[config.mk]
export PLATFORM = sky130hd
export DESIGN_NAME = pkt_loader_flat
export DESIGN_NICKNAME = d
export VERILOG_FILES = /design/src/rtl/pkt_loader_pkg.sv /design/src/rtl/pkt_loader_if.sv /design/src/rtl/pkt_loader_byte_packer.sv /design/src/rtl/pkt_loader.sv /design/src/flat_wrapper.sv
export SDC_FILE = /design/constraint.sdc
export NUM_CORES = 1
export LEC_CHECK = 0
export CAP_MARGIN = 20
export CORE_MARGIN = 2
export CORE_UTILIZATION = 47
export DETAILED_ROUTE_END_ITERATION = 10
export PLACE_DENSITY = 0.76
export SLEW_MARGIN = 10
export SYNTH_ARGS = -nofsm -noshare
export SYNTH_HDL_FRONTEND = slang
export SYNTH_HIERARCHICAL = 1
export SYNTH_SLANG_ARGS = --single-unit
export TNS_END_PERCENT = 30
[constraint.sdc]
create_clock -name clk -period 2.9 [get_ports clk]
set_input_delay 0.87 -clock clk [delete_from_list [all_inputs] [get_ports clk]]
set_output_delay 0.87 -clock clk [all_outputs]
set_load 0.01 [all_outputs]
[src/rtl/pkt_loader_pkg.sv]
// -----------------------------------------------------------------------------
// pkt_loader_pkg
// Shared definitions for the packet loader: bus widths, the default packet
// buffer base address (also used by the header parser as its base offset),
// the loader state encoding and small lane helpers.
// -----------------------------------------------------------------------------
package pkt_loader_pkg;

  localparam int ADDR_W = 32;
  localparam int DATA_W = 32;
  localparam int BYTE_W = 8;
  localparam int LANES  = 4;

  localparam logic       TRUE  = 1'b1;
  localparam logic       FALSE = 1'b0;

  // Byte address of packet byte 0; shared with the parser.
  localparam logic [ADDR_W-1:0] PKT_BASE_ADDR = 32'h0000_0000;

  typedef enum logic [1:0] {
    PKT_STATE_FREE  = 2'd0,
    PKT_STATE_RECV  = 2'd1,
    PKT_STATE_FLUSH = 2'd2,
    PKT_STATE_HOLD  = 2'd3
  } pkt_state_e;

  // Lane j is written by sel bit 3-j (bit 3 = lowest byte address).
  function automatic logic [LANES-1:0] lane_sel(input logic [1:0] lane);
    return 4'b1000 >> lane;
  endfunction

  // Lane j occupies data bits [31-8j : 24-8j] (big-endian packing).
  function automatic logic [DATA_W-1:0] lane_data(input logic [1:0] lane,
                                                  input logic [BYTE_W-1:0] b);
    return {b, 24'h00_0000} >> {lane, 3'b000};
  endfunction

endpackage

[src/rtl/pkt_loader_if.sv]
// -----------------------------------------------------------------------------
// pkt_loader_if
// Groups the three buses of the packet loader:
//   rx_*   : ingress byte stream (valid/data/last in, ready out)
//   sram_* : single-cycle write port into the shared packet SRAM
//   pkt_*  : packet handoff to the header parser
// Modports:
//   master : the loader side (drives ready, SRAM and pkt_valid/len/trunc)
//   slave  : the environment side (byte source, SRAM, parser)
//
// Handshakes: a byte moves on a rising edge where rx_valid_i and rx_ready_o
// are both 1; rx_data_i/rx_last_i must be stable while rx_valid_i is 1 and
// ready is low. The packet handoff holds pkt_valid_o high (len/trunc stable)
// until the edge where pkt_ready_i is sampled 1, which releases the buffer.
// -----------------------------------------------------------------------------
interface pkt_loader_if #(
  parameter int LEN_W = 16
);
  logic             rx_valid_i;
  logic [7:0]       rx_data_i;
  logic             rx_last_i;
  logic             rx_ready_o;

  logic             sram_ce_o;
  logic             sram_we_o;
  logic [31:0]      sram_addr_o;
  logic [3:0]       sram_sel_o;
  logic [31:0]      sram_data_o;

  logic             pkt_valid_o;
  logic [LEN_W-1:0] pkt_len_o;
  logic             pkt_trunc_o;
  logic             pkt_ready_i;

  modport master (
    input  rx_valid_i, rx_data_i, rx_last_i, pkt_ready_i,
    output rx_ready_o,
    output sram_ce_o, sram_we_o, sram_addr_o, sram_sel_o, sram_data_o,
    output pkt_valid_o, pkt_len_o, pkt_trunc_o
  );

  modport slave (
    output rx_valid_i, rx_data_i, rx_last_i, pkt_ready_i,
    input  rx_ready_o,
    input  sram_ce_o, sram_we_o, sram_addr_o, sram_sel_o, sram_data_o,
    input  pkt_valid_o, pkt_len_o, pkt_trunc_o
  );
endinterface

[src/rtl/pkt_loader_byte_packer.sv]
// -----------------------------------------------------------------------------
// pkt_loader_byte_packer
// Packs transferred bytes big-endian into a 32-bit word. Holds the lane
// counter, the partial word buffer and the accumulated byte enables.
// Ports:
//   clk, rst      : clock, asynchronous active-low reset
//   i_xfer        : a byte transfers on this edge
//   i_data        : the byte
//   i_last        : the byte ends the packet
//   i_in_range    : the byte lies inside the buffer and may be stored
//   i_clear       : buffer released; restart at lane 0
//   o_wr          : this transfer closes a word that has bytes to write
//   o_word/o_sel  : complete word and its byte enables (valid with o_wr)
// -----------------------------------------------------------------------------
module pkt_loader_byte_packer
  import pkt_loader_pkg::*;
(
  input  logic              clk,
  input  logic              rst,
  input  logic              i_xfer,
  input  logic [BYTE_W-1:0] i_data,
  input  logic              i_last,
  input  logic              i_in_range,
  input  logic              i_clear,
  output logic              o_wr,
  output logic [DATA_W-1:0] o_word,
  output logic [LANES-1:0]  o_sel
);

  logic [1:0]        r_lane;
  logic [DATA_W-1:0] r_buf;
  logic [LANES-1:0]  r_sel;

  logic [LANES-1:0]  w_cur_sel;
  logic [DATA_W-1:0] w_cur_data;
  logic              w_close;

  // Out-of-range bytes still advance the lane but contribute nothing, so a
  // word straddling the capacity limit writes only its in-range lanes.
  assign w_cur_sel  = i_in_range ? lane_sel(r_lane) : '0;
  assign w_cur_data = i_in_range ? lane_data(r_lane, i_data) : '0;
  assign w_close    = i_xfer && ((r_lane == 2'd3) || i_last);

  assign o_word = r_buf | w_cur_data;
  assign o_sel  = r_sel | w_cur_sel;
  assign o_wr   = w_close && (o_sel != '0);

  always_ff @(posedge clk or negedge rst) begin
    if (!rst) begin
      r_lane <= 2'd0;
      r_buf  <= '0;
      r_sel  <= '0;
    end else if (i_clear) begin
      r_lane <= 2'd0;
      r_buf  <= '0;
      r_sel  <= '0;
    end else if (i_xfer) begin
      if (w_close) begin
        r_buf  <= '0;
        r_sel  <= '0;
        r_lane <= i_last ? 2'd0 : (r_lane + 2'd1);
      end else begin
        r_buf  <= o_word;
        r_sel  <= o_sel;
        r_lane <= r_lane + 2'd1;
      end
    end
  end

endmodule

[src/rtl/pkt_loader.sv]
// -----------------------------------------------------------------------------
// pkt_loader
// Receives an ingress byte stream, packs it big-endian into 32-bit words and
// writes them into the packet SRAM from BASE_ADDR. At end of packet it offers
// the buffer to the header parser (pkt_valid/pkt_ready) and back-pressures the
// ingress until the parser releases it: one packet in flight.
// Ports:
//   clk          : system clock, rising edge
//   rst          : asynchronous active-low reset
//   bus          : pkt_loader_if master (rx_*, sram_*, pkt_*)
//   dbg_state_o  : current FSM state
// All sram_* and pkt_* outputs are registered; rx_ready_o is a registered
// decode of the state, so nothing on rx_* reaches an output combinationally.
// -----------------------------------------------------------------------------
module pkt_loader
  import pkt_loader_pkg::*;
#(
  parameter logic [31:0] BASE_ADDR = PKT_BASE_ADDR,
  parameter int          MAX_BYTES = 2048,
  parameter int          LEN_W     = 16
) (
  input  logic        clk,
  input  logic        rst,
  pkt_loader_if.master bus,
  output pkt_state_e  dbg_state_o
);

  localparam logic [31:0] MAX_U = 32'(MAX_BYTES);

  pkt_state_e        r_state;
  pkt_state_e        w_next;

  logic [LEN_W-1:0]  r_count;
  logic              r_ready;
  logic              r_ce;
  logic              r_we;
  logic [ADDR_W-1:0] r_addr;
  logic [LANES-1:0]  r_sel;
  logic [DATA_W-1:0] r_data;
  logic              r_pkt_valid;
  logic [LEN_W-1:0]  r_pkt_len;
  logic              r_pkt_trunc;

  logic              w_xfer;
  logic              w_release;
  logic              w_in_range;
  logic              w_count_sat;
  logic              w_wr;
  logic [DATA_W-1:0] w_word;
  logic [LANES-1:0]  w_sel;
  logic [ADDR_W-1:0] w_word_addr;

  assign w_xfer      = bus.rx_valid_i && r_ready;
  assign w_release   = (r_state == PKT_STATE_HOLD) && bus.pkt_ready_i;
  assign w_in_range  = 32'(r_count) < MAX_U;
  assign w_count_sat = &r_count;
  // r_count is the index of the byte being transferred.
  assign w_word_addr = BASE_ADDR + (32'(r_count) & 32'hFFFF_FFFC);

  pkt_loader_byte_packer u_packer (
    .clk        (clk),
    .rst        (rst),
    .i_xfer     (w_xfer),
    .i_data     (bus.rx_data_i),
    .i_last     (bus.rx_last_i),
    .i_in_range (w_in_range),
    .i_clear    (w_release),
    .o_wr       (w_wr),
    .o_word     (w_word),
    .o_sel      (w_sel)
  );

  always_comb begin
    w_next = r_state;
    case (r_state)
      PKT_STATE_FREE: begin
        if (w_xfer) w_next = bus.rx_last_i ? PKT_STATE_FLUSH : PKT_STATE_RECV;
      end
      PKT_STATE_RECV: begin
        if (w_xfer && bus.rx_last_i) w_next = PKT_STATE_FLUSH;
      end
      PKT_STATE_FLUSH: begin
        w_next = PKT_STATE_HOLD;
      end
      PKT_STATE_HOLD: begin
        if (bus.pkt_ready_i) w_next = PKT_STATE_FREE;
      end
      default: w_next = PKT_STATE_FREE;
    endcase
  end

  always_ff @(posedge clk or negedge rst) begin
    if (!rst) begin
      r_state     <= PKT_STATE_FREE;
      r_count     <= '0;
      r_ready     <= FALSE;
      r_ce        <= FALSE;
      r_we        <= FALSE;
      r_addr      <= BASE_ADDR;
      r_sel       <= '0;
      r_data      <= '0;
      r_pkt_valid <= FALSE;
      r_pkt_len   <= '0;
      r_pkt_trunc <= FALSE;
    end else begin
      r_state <= w_next;
      // Ready follows the state it is decoded from; it stays 0 while in reset.
      r_ready <= (w_next == PKT_STATE_FREE) || (w_next == PKT_STATE_RECV);

      r_ce <= w_wr;
      r_we <= w_wr;
      if (w_wr) begin
        r_addr <= w_word_addr;
        r_data <= w_word;
        r_sel  <= w_sel;
      end

      if (w_xfer && !w_count_sat) r_count <= r_count + LEN_W'(1);

      if (r_state == PKT_STATE_FLUSH) begin
        r_pkt_valid <= TRUE;
        r_pkt_len   <= r_count;
        r_pkt_trunc <= 32'(r_count) > MAX_U;
      end

      if (w_release) begin
        r_pkt_valid <= FALSE;
        r_count     <= '0;
      end
    end
  end

  assign bus.rx_ready_o  = r_ready;
  assign bus.sram_ce_o   = r_ce;
  assign bus.sram_we_o   = r_we;
  assign bus.sram_addr_o = r_addr;
  assign bus.sram_sel_o  = r_sel;
  assign bus.sram_data_o = r_data;
  assign bus.pkt_valid_o = r_pkt_valid;
  assign bus.pkt_len_o   = r_pkt_len;
  assign bus.pkt_trunc_o = r_pkt_trunc;
  assign dbg_state_o     = r_state;

endmodule

[src/flat_wrapper.sv]
// flat-port wrapper written by rule: the top's interface ports become plain ports
module pkt_loader_flat import pkt_loader_pkg::*;
#(
  parameter logic [31:0] BASE_ADDR = PKT_BASE_ADDR,
  parameter int          MAX_BYTES = 2048,
  parameter int          LEN_W     = 16
)
  (clk, rst, dbg_state_o, bus_rx_valid_i, bus_rx_data_i, bus_rx_last_i, bus_pkt_ready_i, bus_rx_ready_o, bus_sram_ce_o, bus_sram_we_o, bus_sram_addr_o, bus_sram_sel_o, bus_sram_data_o, bus_pkt_valid_o, bus_pkt_len_o, bus_pkt_trunc_o);
  pkt_loader_if #(.LEN_W(LEN_W)) bus_i ();
  input  logic clk;
  input  logic rst;
  output pkt_state_e dbg_state_o;
  input wire logic [$bits(bus_i.rx_valid_i)-1:0] bus_rx_valid_i;
  input wire logic [$bits(bus_i.rx_data_i)-1:0] bus_rx_data_i;
  input wire logic [$bits(bus_i.rx_last_i)-1:0] bus_rx_last_i;
  input wire logic [$bits(bus_i.pkt_ready_i)-1:0] bus_pkt_ready_i;
  output wire logic [$bits(bus_i.rx_ready_o)-1:0] bus_rx_ready_o;
  output wire logic [$bits(bus_i.sram_ce_o)-1:0] bus_sram_ce_o;
  output wire logic [$bits(bus_i.sram_we_o)-1:0] bus_sram_we_o;
  output wire logic [$bits(bus_i.sram_addr_o)-1:0] bus_sram_addr_o;
  output wire logic [$bits(bus_i.sram_sel_o)-1:0] bus_sram_sel_o;
  output wire logic [$bits(bus_i.sram_data_o)-1:0] bus_sram_data_o;
  output wire logic [$bits(bus_i.pkt_valid_o)-1:0] bus_pkt_valid_o;
  output wire logic [$bits(bus_i.pkt_len_o)-1:0] bus_pkt_len_o;
  output wire logic [$bits(bus_i.pkt_trunc_o)-1:0] bus_pkt_trunc_o;
  assign bus_i.rx_valid_i = bus_rx_valid_i;
  assign bus_i.rx_data_i = bus_rx_data_i;
  assign bus_i.rx_last_i = bus_rx_last_i;
  assign bus_i.pkt_ready_i = bus_pkt_ready_i;
  assign bus_rx_ready_o = bus_i.rx_ready_o;
  assign bus_sram_ce_o = bus_i.sram_ce_o;
  assign bus_sram_we_o = bus_i.sram_we_o;
  assign bus_sram_addr_o = bus_i.sram_addr_o;
  assign bus_sram_sel_o = bus_i.sram_sel_o;
  assign bus_sram_data_o = bus_i.sram_data_o;
  assign bus_pkt_valid_o = bus_i.pkt_valid_o;
  assign bus_pkt_len_o = bus_i.pkt_len_o;
  assign bus_pkt_trunc_o = bus_i.pkt_trunc_o;
  pkt_loader #(.BASE_ADDR(BASE_ADDR), .MAX_BYTES(MAX_BYTES), .LEN_W(LEN_W)) u_core (.clk(clk), .rst(rst), .bus(bus_i), .dbg_state_o(dbg_state_o));
endmodule
* Yosys cells after proc, flatten, opt, wreduce, memory -nomap -nowiden
Cells that the tools add are included.
Word-level totals: register bits after elaboration 126, logic and storage cells 63
Operators by class: add/sub/neg operators 2, $lt $le $gt $ge 2, eq/ne operators 5, shift operators 2, muxes and demuxes 21, bitwise logic cells 2, reduce and logical (&&, ||, !) cells 16
Operators with widths (number):
- $mux W32 | 4
- $mux W16 | 2
- $or A32 B32 Y32 | 1
- $shr A32 B5 Y32 | 1
- $add A16 B1 Y16 const B | 1
- $gt A16 B12 Y1 const B | 1
- $lt A16 B12 Y1 const B | 1
- $mux W2 | 8
- $mux W4 | 4
- $reduce_and A16 Y1 | 1
- $pmux W2 S4 | 1
- $eq A2 B2 Y1 const B | 3
- $logic_and A1 B1 Y1 | 6
- $reduce_bool A2 Y1 | 3
- $eq A2 B1 Y1 const B | 2
- $logic_not A2 Y1 | 2
- $or A4 B4 Y4 | 1
- $reduce_bool A4 Y1 | 1
- $shr A4 B2 Y4 const A | 1
- $add A2 B1 Y2 const B | 1
- $logic_or A1 B1 Y1 | 2
- $mux W1 | 2
- $logic_not A1 Y1 | 1

* Depth between registers and ports, before layout
word-level depth 6, gate-level depth with buffers 9

* Modules after synthesis
Netlist, hierarchy kept.
Modules (own cells, without submodules):
- pkt_loader | times used 1, cells each 303, area each 3808.7 um2
- pkt_loader_byte_packer | times used 1, cells each 161, area each 1829.3 um2

* Worst setup path after synthesis
OpenSTA, ideal clock, no wires.
path type reg2reg, from reg u_core.r_count[13], to reg u_core.r_addr[10], in the netlist u_core/bus.sram_addr_o[10], arrival 2.600 ns, slack 0.175 ns, cell stages (with the launch flop) 10, period minus slack after synthesis 2.725 ns, cells stage by stage dfrtp_1 > clkbuf_1 > or4_1 > nor2_1 > clkbuf_1 > a21oi_1 > a41oi_1 > clkbuf_1 > clkbuf_1 > mux2_2
Between the ends: word-level cells in the longest chain between the ends 5
RTL lines:
- start: declaration | line pkt_loader.sv:33 | logic [LEN_W-1:0] r_count;
- start signal: assignment | line pkt_loader.sv:118 | if (w_xfer && !w_count_sat) r_count <= r_count + LEN_W'(1);
- $lt A16 B12 Y1 | line pkt_loader.sv:55 | assign w_in_range = 32'(r_count) < MAX_U;
- net u_core.w_in_range | line pkt_loader.sv:46 | logic w_in_range;
- $mux W4 | line pkt_loader_byte_packer.sv:40 | assign w_cur_sel = i_in_range ? lane_sel(r_lane) : '0;
- $or A4 B4 Y4 | line pkt_loader_byte_packer.sv:45 | assign o_sel = r_sel | w_cur_sel;
- $reduce_bool A4 Y1 | line pkt_loader_byte_packer.sv:46 | assign o_wr = w_close && (o_sel != '0);
- $logic_and A1 B1 Y1 | line pkt_loader_byte_packer.sv:46
- net u_core.w_wr | line pkt_loader.sv:48 | logic w_wr;
- end signal: assignment | line pkt_loader.sv:113 | r_addr <= w_word_addr;
- end: declaration | line pkt_loader.sv:37 | logic [ADDR_W-1:0] r_addr;
The timed path passes the listed nets, and every way through them passes these cells. A chain may end at the register's enable or synchronous reset.

* Worst setup path in the final report
from reg u_core.r_count[12], to reg u_core.r_addr[7], in the netlist u_core/bus.sram_addr_o[7]
Same word-level chain as after synthesis.

==> run_results.csv <==
group,metric,value,unit
placed_design,dpl.hpwl,7820,um
grt,global_route.usage.met1,26.1,%
pwr,p_total,6.48,mW
worst_setup_path,worstSetupStartpointType,"flop",
logic_synthesis,synth-seq-area-share,55.9,%
min_path,hold_worst_path_end,"u_core/bus.pkt_len_o[11]",
clock_tree,clk_path_buf_depth,2,
timing,final_period_minus_worst_setup_slack,2.66,ns
clock_tree,cts_tree,"yes",
grt,grt_use_met3,5.31,%
logic_synthesis,cell_type_contributing_the_most_total_cell_area_after_synthesis,"sky130_fd_sc_hd__dfrtp_1",
logic_synthesis,synth_top_cell_area_share,55.9,%
outcome,run_status,"finished clean",
logic_synthesis,synth_seq_cells,126,
clock_tree,clk_pin_slew_worst_paths,0.05,ns
grt,grt_start_max_net_pins,127,
pwr,cellLeakagePower,3.58,nW
logic_synthesis,main_flop_type_after_synthesis,"sky130_fd_sc_hd__dfrtp_1",
grt,global_route.usage.met2,30.5,%
worst_setup_path,worst_setup_ep_type,"flop",
finish,fillerInstances,934,
worst_setup_path,setup.reg_to_reg.worst_slack,0.24,ns
logic_synthesis,synth_edf_count,0,
min_path,hold_depth,2,
finish,antenna_cells,0,
drt,totalWireLength,12100,um
timing,worst_slew_margin_rel,33.7,%
worst_setup_path,cp.arrival,2.95,ns
timing,worst-slew-pin-transition,0.995,ns
logic_synthesis,syn_area,5640,um^2
finish,drive_gt1_share,21.4,%
grt,globalRouteOverflowTotal,0,
clock_tree,insertion_delay,0.41,ns
grt,grt_pass1_vias,3953,
clock_tree,ctsRootBufferMaster,"sky130_fd_sc_hd__clkbuf_16",
logic_synthesis,synth.lib_cells_used.distinct,44,
worst_setup_path,crit_fanout,51,
clock_tree,cts-htree-levels,4,
timing,fin_worst_hold_slack,0.485,ns
pwr,vdd.ir_drop.worst,0.348,mV
drt,post_drt_wl_per_cell,17.2,um
worst_setup_path,worst-setup-path-type,"flop to flop",
timing,period_utilization,91.8,%
worst_setup_path,worst-r2r-cell-count,6,
clock_tree,cts_post_setup_buffers_inserted,0,
timing,final-max-slew-violation-count,0,
die,initial_utilization,47.5,%
min_path,holdCritPathClass,"flop to flop",
worst_setup_path,timing.rr.end,"u_core/bus.sram_addr_o[7]",
finish,finalNetCount,568,
grt,grt_first_pass_wirelength,19800,um
min_path,hold_start,"u_core/bus.pkt_len_o[11]",
drt,first_pass_iters,5,
drt,detail_route.iter0.violations,197,
logic_synthesis,synthesis.area_per_instance,12.2,um^2
logic_synthesis,postSynthCellCount,464,
die,fp.dieW,114,um
drt,via_per_inst,5.51,
die,chipHeight,114,um
clock_tree,cts_resized,0,
worst_setup_path,required,3.19,ns
timing,top_achievable_clock_speed,376,MHz
worst_setup_path,worstReg2RegStart,"u_core/r_count[12]",
drt,drc,0,
placed_design,gp_routability_congestion,0.843,
die,floorplan.core_area,11900,um^2
clock_tree,cts_buffers,17,
logic_synthesis,share_of_synthesized_registers_carrying_an_async_set_or_reset,100,%
finish,area_grow_syn2layout,28.0,%
timing,number_of_endpoints_with_negative_hold_slack_in_the_final_report,0,
logic_synthesis,netlist_top_cells_count,"126 x sky130_fd_sc_hd__dfrtp_1, 61 x sky130_fd_sc_hd__mux2_2, 32 x sky130_fd_sc_hd__a21o_1, 32 x sky130_fd_sc_hd__a22o_1, 26 x sky130_fd_sc_hd__nand2_1",
die,ioPinCount,104,
logic_synthesis,synthTopCellsByArea,"sky130_fd_sc_hd__dfrtp_1 56%, sky130_fd_sc_hd__mux2_2 12%, sky130_fd_sc_hd__a22o_1 5.0%",
grt,grt_busiest_layer,"met2",
timing,report.final.setup_viol,0,
grt,global_route.usage.total,19.5,%
placed_design,placement.io_buffers,85,
drt,vias,3901,
die,design.die.area,12900,um^2
drt,count_of_nets_left_with_antenna_violations_after_detail_routing,0,
grt,grt_antenna_before_repair,0,
timing,skew,0.00769,ns
clock_tree,cts.hold.buffers_added,0,
pwr,cellPowerDensity,898,nW/um^2
logic_synthesis,most_common_cell_in_the_netlist,"sky130_fd_sc_hd__dfrtp_1",
logic_synthesis,yosysWarnings,6,
flow_run,cap_viol_max_count,0,
clock_tree,cts.sinks,126,
timing,setup-tns-final,0,ns
die,num_rows,40,
timing,setup_repair_after_global_routing_missed_its_margin,"false",
cells by family (layout without fill, tap and decap cells):
family	count (synthesis)	in the layout	share of synthesized area, %
flops	126	126	55.9
compound gates	109	109	13.7
simple gates	84	84	9.28
buf+inv	70	150	6.30
mux	68	68	13.4
fa+ha+maj	6	6	1.33
other cells	1	18	0.0665
registers in the layout, indices dropped and copies added, names as in the netlist, named ones only:
register,flops
u_core/bus.sram_data_o,32
u_core/u_packer/r_buf,32
u_core/bus.pkt_len_o,16
u_core/r_count,16
u_core/bus.sram_addr_o,14
u_core/bus.sram_sel_o,4
u_core/u_packer/r_sel,4
u_core/u_packer/r_lane,2
u_core/bus.pkt_trunc_o,1
u_core/bus.pkt_valid_o,1
u_core/bus.rx_ready_o,1
u_core/bus.sram_we_o,1
u_core/dbg_state_o,1
metrics by stage:
step | setup slack (ns) | util, % | cells | cell area [um^2]
after floorplan | 0.175 | - | 481 | 5700
after global placement | 0.0383 | 55.9 | 677 | 6630
after detailed placement | -0.0258 | 55.9 | 677 | 6630
after CTS | 0.255 | 60.8 | 708 | 7220
after global routing | 0.136 | 60.8 | 708 | 7220
final | 0.238 | 60.8 | 708 | 7220
critical path, cell delays in order, from the launching register on:
cell and delay (ns):
sky130_fd_sc_hd__dfrtp_1 0.38, sky130_fd_sc_hd__or4_1 0.59, sky130_fd_sc_hd__nor2_1 0.34, sky130_fd_sc_hd__a21oi_1 0.23, sky130_fd_sc_hd__a41oi_4 0.29, sky130_fd_sc_hd__buf_12 0.29
sky130_fd_sc_hd__mux2_2 0.38
worst max-delay path by stage:
| stage | start | endpoint |
|---|---|---|
| final | u_core/r_count[12] | u_core/bus.sram_addr_o[7] |
| after global routing | u_core/r_count[12] | u_core/bus.sram_data_o[7] |
| after CTS | u_core/r_count[12] | u_core/bus.sram_data_o[1] |
| after detailed placement | bus_rx_valid_i | u_core/u_packer/r_buf[30] |
| after global placement | bus_rx_valid_i | u_core/u_packer/r_buf[27] |
| after floorplan | u_core/r_count[13] | u_core/bus.sram_addr_o[10] |
report_power, final:
group	leakage, nW	switching, mW	internal, mW
registers	1.71	0.289	2.16
logic	1.59	0.914	1.05
clock network	0.285	0.748	1.32
total	3.58	1.95	4.53
cell usage in the layout (no fill, tap or decap), types with 4 or more instances in the layout:
cell type / Yosys / final
sky130_fd_sc_hd__mux2i_1: 7 / 7
sky130_fd_sc_hd__mux2_2: 61 / 61
sky130_fd_sc_hd__or3_1: 5 / 5
sky130_fd_sc_hd__and3_1: 4 / 4
sky130_fd_sc_hd__nor2_1: 7 / 7
sky130_fd_sc_hd__buf_4: 19 / 16
sky130_fd_sc_hd__dfrtp_1: 126 / 126
sky130_fd_sc_hd__o31ai_1: 4 / 4
sky130_fd_sc_hd__nand4_1: 5 / 5
sky130_fd_sc_hd__clkdlybuf4s50_1: 0 / 84
sky130_fd_sc_hd__clkinv_2: 0 / 4
sky130_fd_sc_hd__nand3_1: 5 / 5
sky130_fd_sc_hd__clkbuf_16: 0 / 17
sky130_fd_sc_hd__nand2b_1: 5 / 5
sky130_fd_sc_hd__conb_1: 1 / 18
sky130_fd_sc_hd__nand2_1: 26 / 26
sky130_fd_sc_hd__o21ai_0: 12 / 12
sky130_fd_sc_hd__nor4_1: 5 / 5
sky130_fd_sc_hd__a21o_1: 32 / 32
sky130_fd_sc_hd__a22o_1: 32 / 32
sky130_fd_sc_hd__a21oi_1: 25 / 25
sky130_fd_sc_hd__ha_1: 6 / 6
sky130_fd_sc_hd__or4_1: 5 / 5
sky130_fd_sc_hd__inv_1: 15 / 15
layer usage:
metal | wire [um] | vias to the layer above
met5 | 0 | -
met4 | 183 | 0
met3 | 750 | 15
met2 | 5850 | 127
met1 | 5360 | 1962
li1 | - | 1797
cell type report:
class / count / area (um^2) / area share (%)
clock buffers: 21 / 470 / 6.52
clock inverters: 10 / 113 / 1.56
inverters: 16 / 60.1 / 0.832
multi-input cells: 285 / 2210 / 30.7
flip-flops and latches: 126 / 3150 / 43.7
well taps: 147 / 184 / 2.55
repair buffers: 103 / 1020 / 14.1
Note: power is estimated with default switching activity, not from simulation.
==> RTL edit (same flow settings) <==
`LEN_W` is set to 16 in 3 places; all go to 32.
--- a/src/rtl/pkt_loader_if.sv
+++ b/src/rtl/pkt_loader_if.sv
@@ -14,7 +14,7 @@
 // until the edge where pkt_ready_i is sampled 1, which releases the buffer.
 // -----------------------------------------------------------------------------
 interface pkt_loader_if #(
-  parameter int LEN_W = 16
+  parameter int LEN_W = 32
 );
   logic             rx_valid_i;
   logic [7:0]       rx_data_i;
--- a/src/rtl/pkt_loader.sv
+++ b/src/rtl/pkt_loader.sv
@@ -17,7 +17,7 @@
 #(
   parameter logic [31:0] BASE_ADDR = PKT_BASE_ADDR,
   parameter int          MAX_BYTES = 2048,
-  parameter int          LEN_W     = 16
+  parameter int          LEN_W     = 32
 ) (
   input  logic        clk,
   input  logic        rst,
--- a/src/flat_wrapper.sv
+++ b/src/flat_wrapper.sv
@@ -3,7 +3,7 @@
 #(
   parameter logic [31:0] BASE_ADDR = PKT_BASE_ADDR,
   parameter int          MAX_BYTES = 2048,
-  parameter int          LEN_W     = 16
+  parameter int          LEN_W     = 32
 )
   (clk, rst, dbg_state_o, bus_rx_valid_i, bus_rx_data_i, bus_rx_last_i, bus_pkt_ready_i, bus_rx_ready_o, bus_sram_ce_o, bus_sram_we_o, bus_sram_addr_o, bus_sram_sel_o, bus_sram_data_o, bus_pkt_valid_o, bus_pkt_len_o, bus_pkt_trunc_o);
   pkt_loader_if #(.LEN_W(LEN_W)) bus_i ();
Interface: changed (resized bus_pkt_len_o); port bits go from 104 to 120. The function was not compared with the original's and may differ.
==> RTL edit against the unedited design <==
Power rose by 19%; clock power barely moved; worst setup slack got worse by 0.0018 ns; final area rose by 34%; wire length rose by 45%; sequential cell count rose by 48; sequential power rose by 32%; area after synthesis rose by 35%; non-clock buffer count rose by 41; die area rose by 34%; cell count rose by 36%; critical endpoint is now u_core/bus.sram_addr_o[4]$_DFFE_PN0P_; first-iteration DRC count rose by 140%; combinational power rose by 22%.
==> RTL edit: results (changes against the unedited design) <==
.. list-table::
   :header-rows: 1

   * - Metric
     - Value
   * - Status
     - finished clean (unchanged)
   * - Transition at the pin with the smallest max-transition slack
     - 0.953 ns (was 0.995 ns)
   * - Path type of the worst min-delay path
     - primary input to async pin (was flip-flop to flip-flop)
   * - Via count
     - 5358 (was 3901)
   * - Setup WS pre-CTS
     - -0.0831 ns (was -0.0258 ns)
   * - Net count, final
     - 755 (was 568)
   * - Delay of the slowest cell on the worst path
     - 0.47 ns (was 0.59 ns)
   * - Cells after DPL
     - 933 (was 677)
   * - Fraction of final layout cells sized beyond drive strength 1
     - 0.226 (was 0.214)
   * - Post-detail-place hpwl
     - 12100 microns (was 7820 microns)
   * - R2R Path End
     - u_core/bus.sram_addr_o[4]$_DFFE_PN0P_ (was u_core/bus.sram_addr_o[7]$_DFFE_PN0P_)
   * - Wire length per cell
     - 18.3 microns (was 17.2 microns)
   * - Setup clock skew after layout
     - 0.0121 ns (was 0.00769 ns)
   * - Area fraction in compound gates after synthesis
     - 0.129 (was 0.137)
   * - Synth cell types
     - 54 (was 44)
   * - Gate count of the mapped netlist
     - 616 (was 464)
   * - Wire length of the first global-routing pass
     - 29300 microns (was 19800 microns)
   * - Static Leak
     - 4.61 nW (was 3.58 nW)
   * - FF-to-FF Start
     - u_core/r_count[21]$_DFFE_PN0P_ (was u_core/r_count[12]$_DFFE_PN0P_)
   * - Fin crit period
     - 2.66 ns (about the same)
   * - Fill cell count
     - 1261 (was 934)
   * - Data arrival, critical path
     - 2.97 ns (was 2.95 ns)
   * - Fraction of the yosys area taken by sequential cells
     - 0.572 (was 0.559)
   * - Slowest-stage cell, CP
     - dfrtp_1 (was or4_1)
   * - Final weighted congestion of routability-driven global placement
     - 0.853 (was 0.843)
   * - Final Instance Count excl. Fillers
     - 965 (was 708)
   * - Number of global-route vias before repair
     - 5629 (was 3953)
   * - First DRT Iteration DRCs
     - 469 (was 197)
   * - # port buffers
     - 117 (was 85)
   * - Instance area at placement
     - 9130 sq um (was 6630 sq um)
   * - Leading post-synthesis cells by instance count
     - 174 x dfrtp_1, 91 x mux2_2, 32 x a21o_1, 32 x a22o_1, 30 x nand2_1 (was 126 x dfrtp_1, 61 x mux2_2, 32 x a21o_1, 32 x a22o_1, 26 x nand2_1)
   * - Aggregate global-route resource usage
     - 0.211 (was 0.195)
   * - Critical path destination
     - u_core/bus.sram_addr_o[4]$_DFFE_PN0P_ (was u_core/bus.sram_addr_o[7]$_DFFE_PN0P_)
RTL edit: kinds of logic (layout without fill, tap and decap cells):
logic type,Yosys count,count (layout)
flops,174,174
compound gates,134,134
simple gates,132,132
mux,91,91
buf+inv,64,196
xor+xnor,14,14
fa+ha+maj,6,6
other cells,1,2
RTL edit: cell type report:
cell class	instances	area [sq um]	share of cell area
clock buffer	20	467	0.0482
clock inverter	12	70.1	0.00724
inverter	20	75.1	0.00776
multi-input combinational	379	3020	0.312
sequential	174	4350	0.450
tap	216	270	0.0279
timing repair buffer	144	1420	0.147
RTL edit: where the power goes:
part / leakage [nW] / switching, mW / internal (mW)
clock: 0.263 / 0.925 / 1.15
combinational: 1.97 / 1.14 / 1.25
sequential: 2.37 / 0.348 / 2.89
total: 4.61 / 2.41 / 5.28
RTL edit: layer usage:
layer	up-vias	part of all wire	global-route usage
met3	13	0.051	0.0482
met4	0	0.010	0.0616
li1	2462	-	-
met5	-	0	0
met1	2709	0.45	0.281
met2	174	0.49	0.350
